`src/rtl/tristate_capture_8bit.sv`:
```
`default_nettype none
// ---------------------------------------------------------------------------
// tristate_capture_8bit : captures a byte from a shared bus on a validated we_n strobe
// Revision: 1.0
// ---------------------------------------------------------------------------
module tristate_capture_8bit #(
  parameter int SYNC_STAGES = 2,
  parameter int MIN_LOW     = 2
) (
  input  logic       clk,
  input  logic       reset_n,
  input  logic       T,
  input  logic [7:0] D,
  input  logic       we_n,
  output logic [7:0] O,
  output logic       valid,
  input  logic       ack,
  output logic       overrun,
  output logic       collision
);

  localparam logic [3:0] MIN_LOW_C = 4'(MIN_LOW);

  typedef enum logic [1:0] {
    IDLE  = 2'd0,
    LOW   = 2'd1,
    ARMED = 2'd2
  } state_t;

  logic [SYNC_STAGES-1:0]      we_sync_q;
  logic [SYNC_STAGES-1:0]      live_q;
  logic [SYNC_STAGES-1:0][7:0] d_sync_q;
  logic                        prev_high_q;

  state_t     state_q, state_d;
  logic [3:0] cnt_q, cnt_d, cnt_inc;
  logic [7:0] hold_q, hold_d;
  logic [7:0] o_q, o_d;
  logic       valid_q, valid_d;
  logic       overrun_q, overrun_d;
  logic       collision_q, collision_d;
  logic       commit, coll_set;

  logic       ws;
  logic [7:0] ds;
  logic       live;

  assign ws   = we_sync_q[SYNC_STAGES-1];
  assign ds   = d_sync_q[SYNC_STAGES-1];
  assign live = live_q[SYNC_STAGES-1];

  // live_q marks when ws reflects a real pin sample rather than the reset value,
  // so a we_n held low across reset release is never mistaken for a new strobe.
  always_ff @(posedge clk or negedge reset_n) begin
    if (!reset_n) begin
      we_sync_q   <= '1;
      live_q      <= '0;
      d_sync_q    <= '0;
      prev_high_q <= 1'b0;
    end else begin
      we_sync_q   <= {we_sync_q[SYNC_STAGES-2:0], we_n};
      live_q      <= {live_q[SYNC_STAGES-2:0], 1'b1};
      d_sync_q    <= {d_sync_q[SYNC_STAGES-2:0], D};
      prev_high_q <= live & ws;
    end
  end

  always_comb begin
    state_d  = state_q;
    cnt_d    = cnt_q;
    hold_d   = hold_q;
    commit   = 1'b0;
    coll_set = 1'b0;
    cnt_inc  = (cnt_q == 4'hF) ? cnt_q : cnt_q + 4'd1;
    case (state_q)
      IDLE: begin
        if (!ws && prev_high_q && !T) begin
          cnt_d   = 4'd1;
          hold_d  = ds;
          state_d = (MIN_LOW_C <= 4'd1) ? ARMED : LOW;
        end
      end
      LOW: begin
        if (T) begin
          state_d  = IDLE;
          coll_set = 1'b1;
        end else if (ws) begin
          state_d = IDLE;
        end else begin
          cnt_d  = cnt_inc;
          hold_d = ds;
          if (cnt_inc >= MIN_LOW_C) state_d = ARMED;
        end
      end
      ARMED: begin
        if (T) begin
          state_d  = IDLE;
          coll_set = 1'b1;
        end else if (ws) begin
          commit  = 1'b1;
          state_d = IDLE;
        end else begin
          cnt_d  = cnt_inc;
          hold_d = ds;
        end
      end
      default: state_d = IDLE;
    endcase

    o_d         = commit ? hold_q : o_q;
    valid_d     = commit ? 1'b1 : ((ack && valid_q) ? 1'b0 : valid_q);
    overrun_d   = overrun_q | (commit & valid_q & ~ack);
    collision_d = collision_q | coll_set;
  end

  always_ff @(posedge clk or negedge reset_n) begin
    if (!reset_n) begin
      state_q     <= IDLE;
      cnt_q       <= 4'd0;
      hold_q      <= 8'h00;
      o_q         <= 8'h00;
      valid_q     <= 1'b0;
      overrun_q   <= 1'b0;
      collision_q <= 1'b0;
    end else begin
      state_q     <= state_d;
      cnt_q       <= cnt_d;
      hold_q      <= hold_d;
      o_q         <= o_d;
      valid_q     <= valid_d;
      overrun_q   <= overrun_d;
      collision_q <= collision_d;
    end
  end

  assign O         = o_q;
  assign valid     = valid_q;
  assign overrun   = overrun_q;
  assign collision = collision_q;

endmodule
`default_nettype wire

```
`config.mk`:
```
export PLATFORM = sky130hd
export DESIGN_NAME = tristate_capture_8bit
export DESIGN_NICKNAME = d
export VERILOG_FILES = /design/src/rtl/tristate_capture_8bit.sv
export SDC_FILE = /design/constraint.sdc
export NUM_CORES = 1
export LEC_CHECK = 0
export CAP_MARGIN = 5
export CELL_PAD_IN_SITES_DETAIL_PLACEMENT = 1
export CELL_PAD_IN_SITES_GLOBAL_PLACEMENT = 1
export CORE_MARGIN = 3
export CORE_UTILIZATION = 45
export CTS_BUF_LIST = sky130_fd_sc_hd__clkbuf_2
export DETAILED_ROUTE_END_ITERATION = 12
export GPL_TIMING_DRIVEN = 0
export PLACE_DENSITY = 0.88
export REMOVE_ABC_BUFFERS = 1
export SYNTH_ARGS = -nofsm -noshare
export SYNTH_HDL_FRONTEND = slang
export SYNTH_SLANG_ARGS = --single-unit
```
`constraint.sdc`:
```
create_clock -name clk -period 3.4 [get_ports clk]
set_input_delay 0.68 -clock clk [delete_from_list [all_inputs] [get_ports clk]]
set_output_delay 0.68 -clock clk [all_outputs]
set_load 0.02 [all_outputs]
```
# == After elaboration in Yosys (flattened, before gate mapping) ==
# Index checks and enable logic that the tools add are counted.
# op_classes
n_lt_le_gt_ge,1
n_mux,23
n_eq_ne,8
n_reduce_logical,11
bitwise,6
n_addsub,1
# op_table
operator,n
8-bit two-way mux,3
4-bit two-way mux,4
8-bit one-hot mux with 2 select lines,1
2-bit two-way mux,6
4-bit one-hot mux with 2 select lines,1
1-bit two-way mux,7
"2-bit inequality test, second input constant",3
2-bit one-hot mux with 3 select lines,1
"4-bit by 1-bit adder with 4-bit output, second input constant",1
"4-bit == test, second input constant",1
"4-bit by 2-bit >= comparator with 1-bit output, second input constant",1
"4-bit inequality test, second input constant",1
4-bit AND reduction,1
2-bit nonzero test,2
1-bit AND,3
1-bit logical AND,3
"3-bit inequality test, second input constant",1
3-bit AND reduction,1
"2-bit by 1-bit == test with 1-bit output, second input constant",1
"2-bit == test, second input constant",1
1-bit zero test,2
2-bit zero test,1
1-bit OR,2
2-bit OR reduction,1
1-bit inverter,1
# totals
output_inout_bits,11
register_bits,46
input_bits,13
wordCells,62

# == Depth between registers and ports, before layout ==
# Gate-level depths: netlist of the first run.
# depth
depth_word,7
depth_mapped,7
depth_no_buf,6

# == Least setup slack after synthesis of the first run ==
# No wires, ideal clock.
# synth_timing
path_kind,input port to flip-flop
from,input T
to,register state_q[0]
stages,4
slack_ps,1686
t_arrival_ps,1587
setup_time_ps,128
t_required_ps,3272
n_path_buf,0
path_cell_list,or3b_1 a22oi_2 o41ai_1 mux2_1
# synth_via
elab_chain_len,4
word_cells_on_any_way,9
cone_classes,eq/ne: 3; mux: 3; reduce/logical: 3
# synth_lines
item,line,source
from (decl),12,"input logic T,"
1-bit zero test,77,if (!ws && prev_high_q && !T) begin
1-bit logical AND,77,
2-bit inequality test (no line),-,
3-bit AND reduction (no line),-,
to (signal assigned),126,state_q <= state_d;
to (decl),35,"state_t state_q, state_d;"
# Parallel ways exist; a longest one is shown, timed or not.
# A chain may end at the register's enable or synchronous reset.

# == Final worst setup path of the first run ==
# layout_timing
from,"register valid_q, in the netlist valid"
to,output valid
# layout_lines
item,line,source
from (decl),39,"logic valid_q, valid_d;"
from (signal assigned),130,valid_q <= valid_d;
to (decl),16,"output logic valid,"
# No word-level cell between the ends.

==> results.cfg, run 1 <==
[synthesis]
yosysUniqueCellTypes = 32
synth_warnings = 0
postSynthAreaPerCell_um2 = 15.2
synth_cells = 109
ys_ff_latch = 46
seq_area_frac_synth = 0.697
syn_area_um2 = 1660

[clock_tree]
cts_buffers = 5
clock_path_buffers = 2
cts_setup_buffers = 0
cts_tree = yes
clkLatencyLatePin_ns = 0.40
cts_hold_buf = 0
ctsResizeCount = 0
clock_sinks = 46
cts_max_level = 2
root_buffer = clkbuf_2
cts.clk_slew.worst_paths_ns = 0.22

[detailed_routing]
routed_wl_um = 3040
wl_per_cell_um = 16.4
via_count = 967
drc = 0
drt-initial-drc-count = 25
route.antenna.remaining_nets = 0
via_per_inst = 5.23
dr.pass1.iters = 4

[floorplanning]
coreArea_um2 = 3440
die_h_um = 66.7
rows = 21
io_pins = 24
start_util = 0.481
die_area_um2 = 4440
die-width_um = 66.7

[final_layout]
final_common_cell = dfrtp_1
drive_above_1_share = 0.209
layout_common_cells = dfrtp_1, clkdlybuf4s50_1, mux2_2
fin_util = 0.586
final_cell_area_um2 = 2020
antennaDiodeCount = 0
area_growth_syn_to_layout_pct = 21.9
final_nets = 155
n_fill_cell = 330

[critical_path]
crit_type = flip-flop to output pin
cp-end-kind = output pin
required_ns = 2.72
critPathSlowestCell = clkdlybuf4s50_1
crit_arrival_ns = 1.41
reg2reg_setup_slack_ns = 1.36
critPathMaxStageDelay_ns = 0.60
worst_setup_path_start_kind = flip-flop
crit_family = buffers and inverters
critPathMaxFanout = 2
crit_chain = clkdlybuf4s50_1
path_buf_inv = 1

[pwr]
p_leak_nw = 0.885
p_per_area_nw_per_um2 = 807
ir_worst_vdd_mv = 0.390

[placed_design]
place_area_um2 = 1950
gp_congestion = 0.685
dp_hpwl_um = 2240
io_buffers = 23

[timing]
worstMarginPinSlew_ns = 0.666
setup_viol = 0
drv_slew = 0
slew_headroom = 0.554
finClkSkew_ns = 0.0152
setup_tns_ns = 0
timing.final.crit_share = 0.615
rsz0062_at_grt = no
period_minus_slack_ns = 2.09
hold_viol = 0
fmax_ghz = 0.479

[hold_path]
min_path_type = input pin to async pin

[outcome]
outcome = completed

[global_route]
grt_max_degree = 26
grt_pass1_vias = 1063
grt_usage = 0.156
grt_pass1_wl_um = 5010
antenna_found_initial = 0
grt_overflow_total = 0

[run]
max-cap-violations = 0
## layout make-up
cell class	count	area (um2)	share of cell area
multi-input combinational	57	474	0.235
timing repair buffer	24	253	0.125
sequential	46	1150	0.572
inverter	4	15.0	0.00744
tap	46	57.6	0.0285
clock buffer	5	25.0	0.0124
clock inverter	3	40.0	0.0198
## sequential cells by signal, summed over array words and instances, names as in the netlist, 2 cells and up
signal,flops
live_q,2
cnt_q,4
we_sync_q,2
hold_q,8
d_sync_q,8
state_q,2
ds,8
O,8
## stage by stage
| step | std cells | hold WS, ns | worst slack [ns] | power (W) |
|---|---|---|---|---|
| after floorplan | 107 | 0.331 | 1.67 | 0.00112 |
| after global placement | 176 | 0.331 | 0.558 | 0.00129 |
| after detailed placement | 177 | 0.340 | 1.01 | 0.00136 |
| after CTS | 185 | 0.208 | 1.28 | 0.00165 |
| after global routing | 185 | 0.180 | 1.21 | 0.00174 |
| final | 185 | 0.208 | 1.31 | 0.00163 |
## logic make-up after synthesis
group,count (synthesis),synth area share
other,1,0.00227
AND/OR/NAND/NOR,16,0.0575
flip-flops,46,0.697
AO/OA/AOI/OAI,18,0.0748
adder cells (fa/ha/maj),4,0.0302
multiplexers,18,0.122
buffers and inverters,6,0.0166
## worst paths after layout
kind / from / endpoint / depth (start not counted)
min reg2reg: we_sync_q[0] / we_sync_q[1] / 0
min in group clk: we_sync_q[0] / we_sync_q[1] / 0
min: reset_n / overrun / 1
max: valid / valid / 1
max reg2reg: state_q[0] / hold_q[4] / 5
max in group asynchronous: reset_n / hold_q[5] / 2
## where the power goes
part,total (W),internal (W),switching (W)
combinational,0.000545,0.000275,0.000270
clock,0.000290,0.000122,0.000168
sequential,0.000794,0.000690,0.000104
## synth_stat cells
cell / number / area (um2)
a21boi_1: 1 / 7.51
a21o_1: 1 / 7.51
a21oi_1: 5 / 25.0
a22oi_1: 1 / 7.51
a22oi_2: 1 / 12.5
a31oi_1: 1 / 6.26
a41oi_1: 1 / 8.76
and2_1: 1 / 6.26
and2_2: 1 / 7.51
buf_2: 1 / 5.00
buf_4: 1 / 7.51
conb_1: 1 / 3.75
dfrtp_1: 44 / 1100
dfstp_2: 2 / 52.6
ha_1: 4 / 50.1
inv_1: 4 / 15.0
mux2_1: 3 / 33.8
mux2_2: 14 / 158
mux2i_1: 1 / 10.0
nand2_1: 3 / 11.3
nand2b_1: 2 / 12.5
nand3_1: 2 / 10.0
nand3b_1: 1 / 7.51
nor2_1: 4 / 15.0
nor3_4: 1 / 16.3
o21ai_0: 2 / 10.0
o21bai_1: 1 / 7.51
o22a_1: 1 / 8.76
o22ai_1: 1 / 6.26
o31ai_1: 1 / 7.51
o41ai_1: 1 / 8.76
or3b_1: 1 / 8.76
## per-layer routing
layer | track usage | vias up | wire length (um)
met5 | 0 | - | 0
met1 | 0.174 | 501 | 1200
met4 | 0.0381 | 0 | 11
met3 | 0.0523 | 2 | 127
li1 | - | 437 | -
met2 | 0.285 | 27 | 1700
No activity file was read; power rests on OpenSTA's default activity.
==> run 2, diff against run 1 <==
CORE_UTILIZATION = 41   (was 45)
PLACE_DENSITY = 0.85   (was 0.88)
clock period = 1.8 ns   (was 3.4 ns; I/O delays follow)
==> run 2 against run 1 <==
Net effect: sequential cell count is the same; die area is 8.9% higher; critical endpoint is now hold_q[2]; routed wire length grew 0.56%; clock skew decreased by 0.0039 ns; final cell count rose by 6.5%; sequential power up 85%.
==> results.cfg, run 2 (synthesis gave the netlist of run 1 again) <==
[outcome]
outcome = completed

[run]
max-cap-violations = 0

[final_layout]
layout_common_cells = dfrtp_1, mux2_2, clkdlybuf4s50_1
final_cell_area_um2 = 2130
area_growth_syn_to_layout_pct = 28.9
antennaDiodeCount = 0
multi_input_area_um2 = 489
regArea_um2 = 1150
drive_above_1_share = 0.268
n_fill_cell = 367
fin_cells = 197
final_common_cell = dfrtp_1
final_nets = 165

[global_route]
grt_max_degree = 34
grt_usage = 0.134
grt_overflow_total = 0
antenna_found_initial = 0
grt_pass1_wl_um = 5060
grt_pass1_vias = 1053

[clock_tree]
cts_buffers = 5
cts.clk_slew.worst_paths_ns = 0.21
clock_sinks = 46
cts_max_level = 2
cts_tree = yes
clock_path_buffers = 2
clkLatencyLatePin_ns = 0.40
root_buffer = clkbuf_2

[pwr]
p_clk_frac = 0.128
p_seq_frac = 0.479
combPwrFrac = 0.392
p_sw_frac = 0.338
ir_worst_vdd_mv = 0.725
p_int_w = 0.00203
p_switching_w = 0.00104
p_leak_nw = 1.03
total_power_w = 0.00307
p_per_area_nw_per_um2 = 1440

[critical_path]
reg2reg_setup_slack_ns = 0.07
startpoint = state_q[0]
r2r_start = state_q[0]
crit_type = flip-flop to flip-flop
crit_arrival_ns = 2.03
reg2reg_to = hold_q[2]
required_ns = 2.10
critPathMaxFanout = 8
reg2reg_depth = 6
cp-end-kind = flip-flop
worst_setup_path_start_kind = flip-flop

[timing]
rsz0062_at_grt = no
timing.final.crit_share = 0.961
drv_slew = 0
finClkSkew_ns = 0.0113
period_minus_slack_ns = 1.73
fmax_ghz = 0.578
setup_viol = 0
hold_viol = 0

[hold_path]
hold_path.startpoint = we_n
hold_path_end = we_sync_q[0]
min_path_type = input pin to flip-flop
holdPathStages = 1

[detailed_routing]
via_per_inst = 5.03
drc = 0
routed_wl_um = 3060
drt-initial-drc-count = 48
via_count = 991
dr.pass1.iters = 4
route.antenna.remaining_nets = 0
wl_per_cell_um = 15.5

[floorplanning]
start_util = 0.439
rows = 22
coreArea_um2 = 3770
die_area_um2 = 4840
die_h_um = 69.5
die-width_um = 69.5
io_pins = 24

[placed_design]
gp_congestion = 0.752
place_area_um2 = 1950
placed_cells_incl_taps = 179
dp_hpwl_um = 2000
io_buffers = 23
==> run 2: cell count changes in the layout (fill, tap and decap cells not counted), moves of 2 or more <==
cell	previous run	this run
dlymetal6s2s_1	0	9
buf_12	0	2
dlygate4sd2_1	0	2
ha_1	4	2
clkdlybuf4s50_1	22	11
buf_4	0	7
==> run 2: power by group through the flow <==
stage | registers (W) | clock network [W] | logic [W]
floorplan | 0.00158 | 0 | 0.000534
global placement | 0.00148 | 0 | 0.000961
detailed placement | 0.00151 | 0 | 0.00102
CTS | 0.00147 | 0.000411 | 0.00116
global route | 0.00151 | 0.000469 | 0.00131
finish | 0.00147 | 0.000393 | 0.00120
==> run 2: worst max path at each step <==
stage | end | slack [ns] | cells past startpoint
floorplan | hold_q[0] | 0.07 | 5
global placement | O[5] | -0.69 | 1
detailed placement | hold_q[4] | -0.26 | 3
CTS | O[5] | 0.005 | 1
global route | hold_q[2] | 0.006 | 6
finish | hold_q[2] | 0.07 | 6
==> run 2: per-stage QoR <==
stage | setup WS [ns] | hold slack [ns] | util | TNS, ns
after floorplan | 0.0692 | 0.0644 | - | 0
after global placement | -0.691 | 0.333 | 0.513 | -34.51
after detailed placement | -0.259 | 0.283 | 0.517 | -4.79
after CTS | 0.00550 | 0.318 | 0.545 | 0
after global routing | 0.00606 | 0.288 | 0.566 | 0
final | 0.0698 | 0.334 | 0.566 | 0
==> run 2: cell type report <==
cell class,instances,area share
sequential,46,0.541
multi-input combinational,57,0.229
timing repair buffer,34,0.175
tap,48,0.0282
clock buffer,5,0.0117
clock inverter,3,0.00762
inverter,4,0.00704
==> run 2: timing repair <==
item / in CTS / in global routing
hold buffers: 1 / 0
buffers inserted: 4 / 4
gates resized for setup: 5 / 9
cloned: 0 / 1
pin swaps: 1 / 2
setup endpoints to repair: 15 / 25
endpoints found under the hold margin: 11 / 0
==> run 2: critical path, stage by stage (launching register included) <==
cell and delay, ns:
dfrtp_1 0.40, inv_1 0.09, ha_4 0.30, mux2i_1 0.10, nor3_4 0.24, buf_12 0.17, mux2_2 0.33
==> run 2: metal layers <==
metal	part of all wire	global-route usage
met1	0.40	0.160
met2	0.54	0.232
met3	0.051	0.0420
met4	0.012	0.0390
met5	0	0
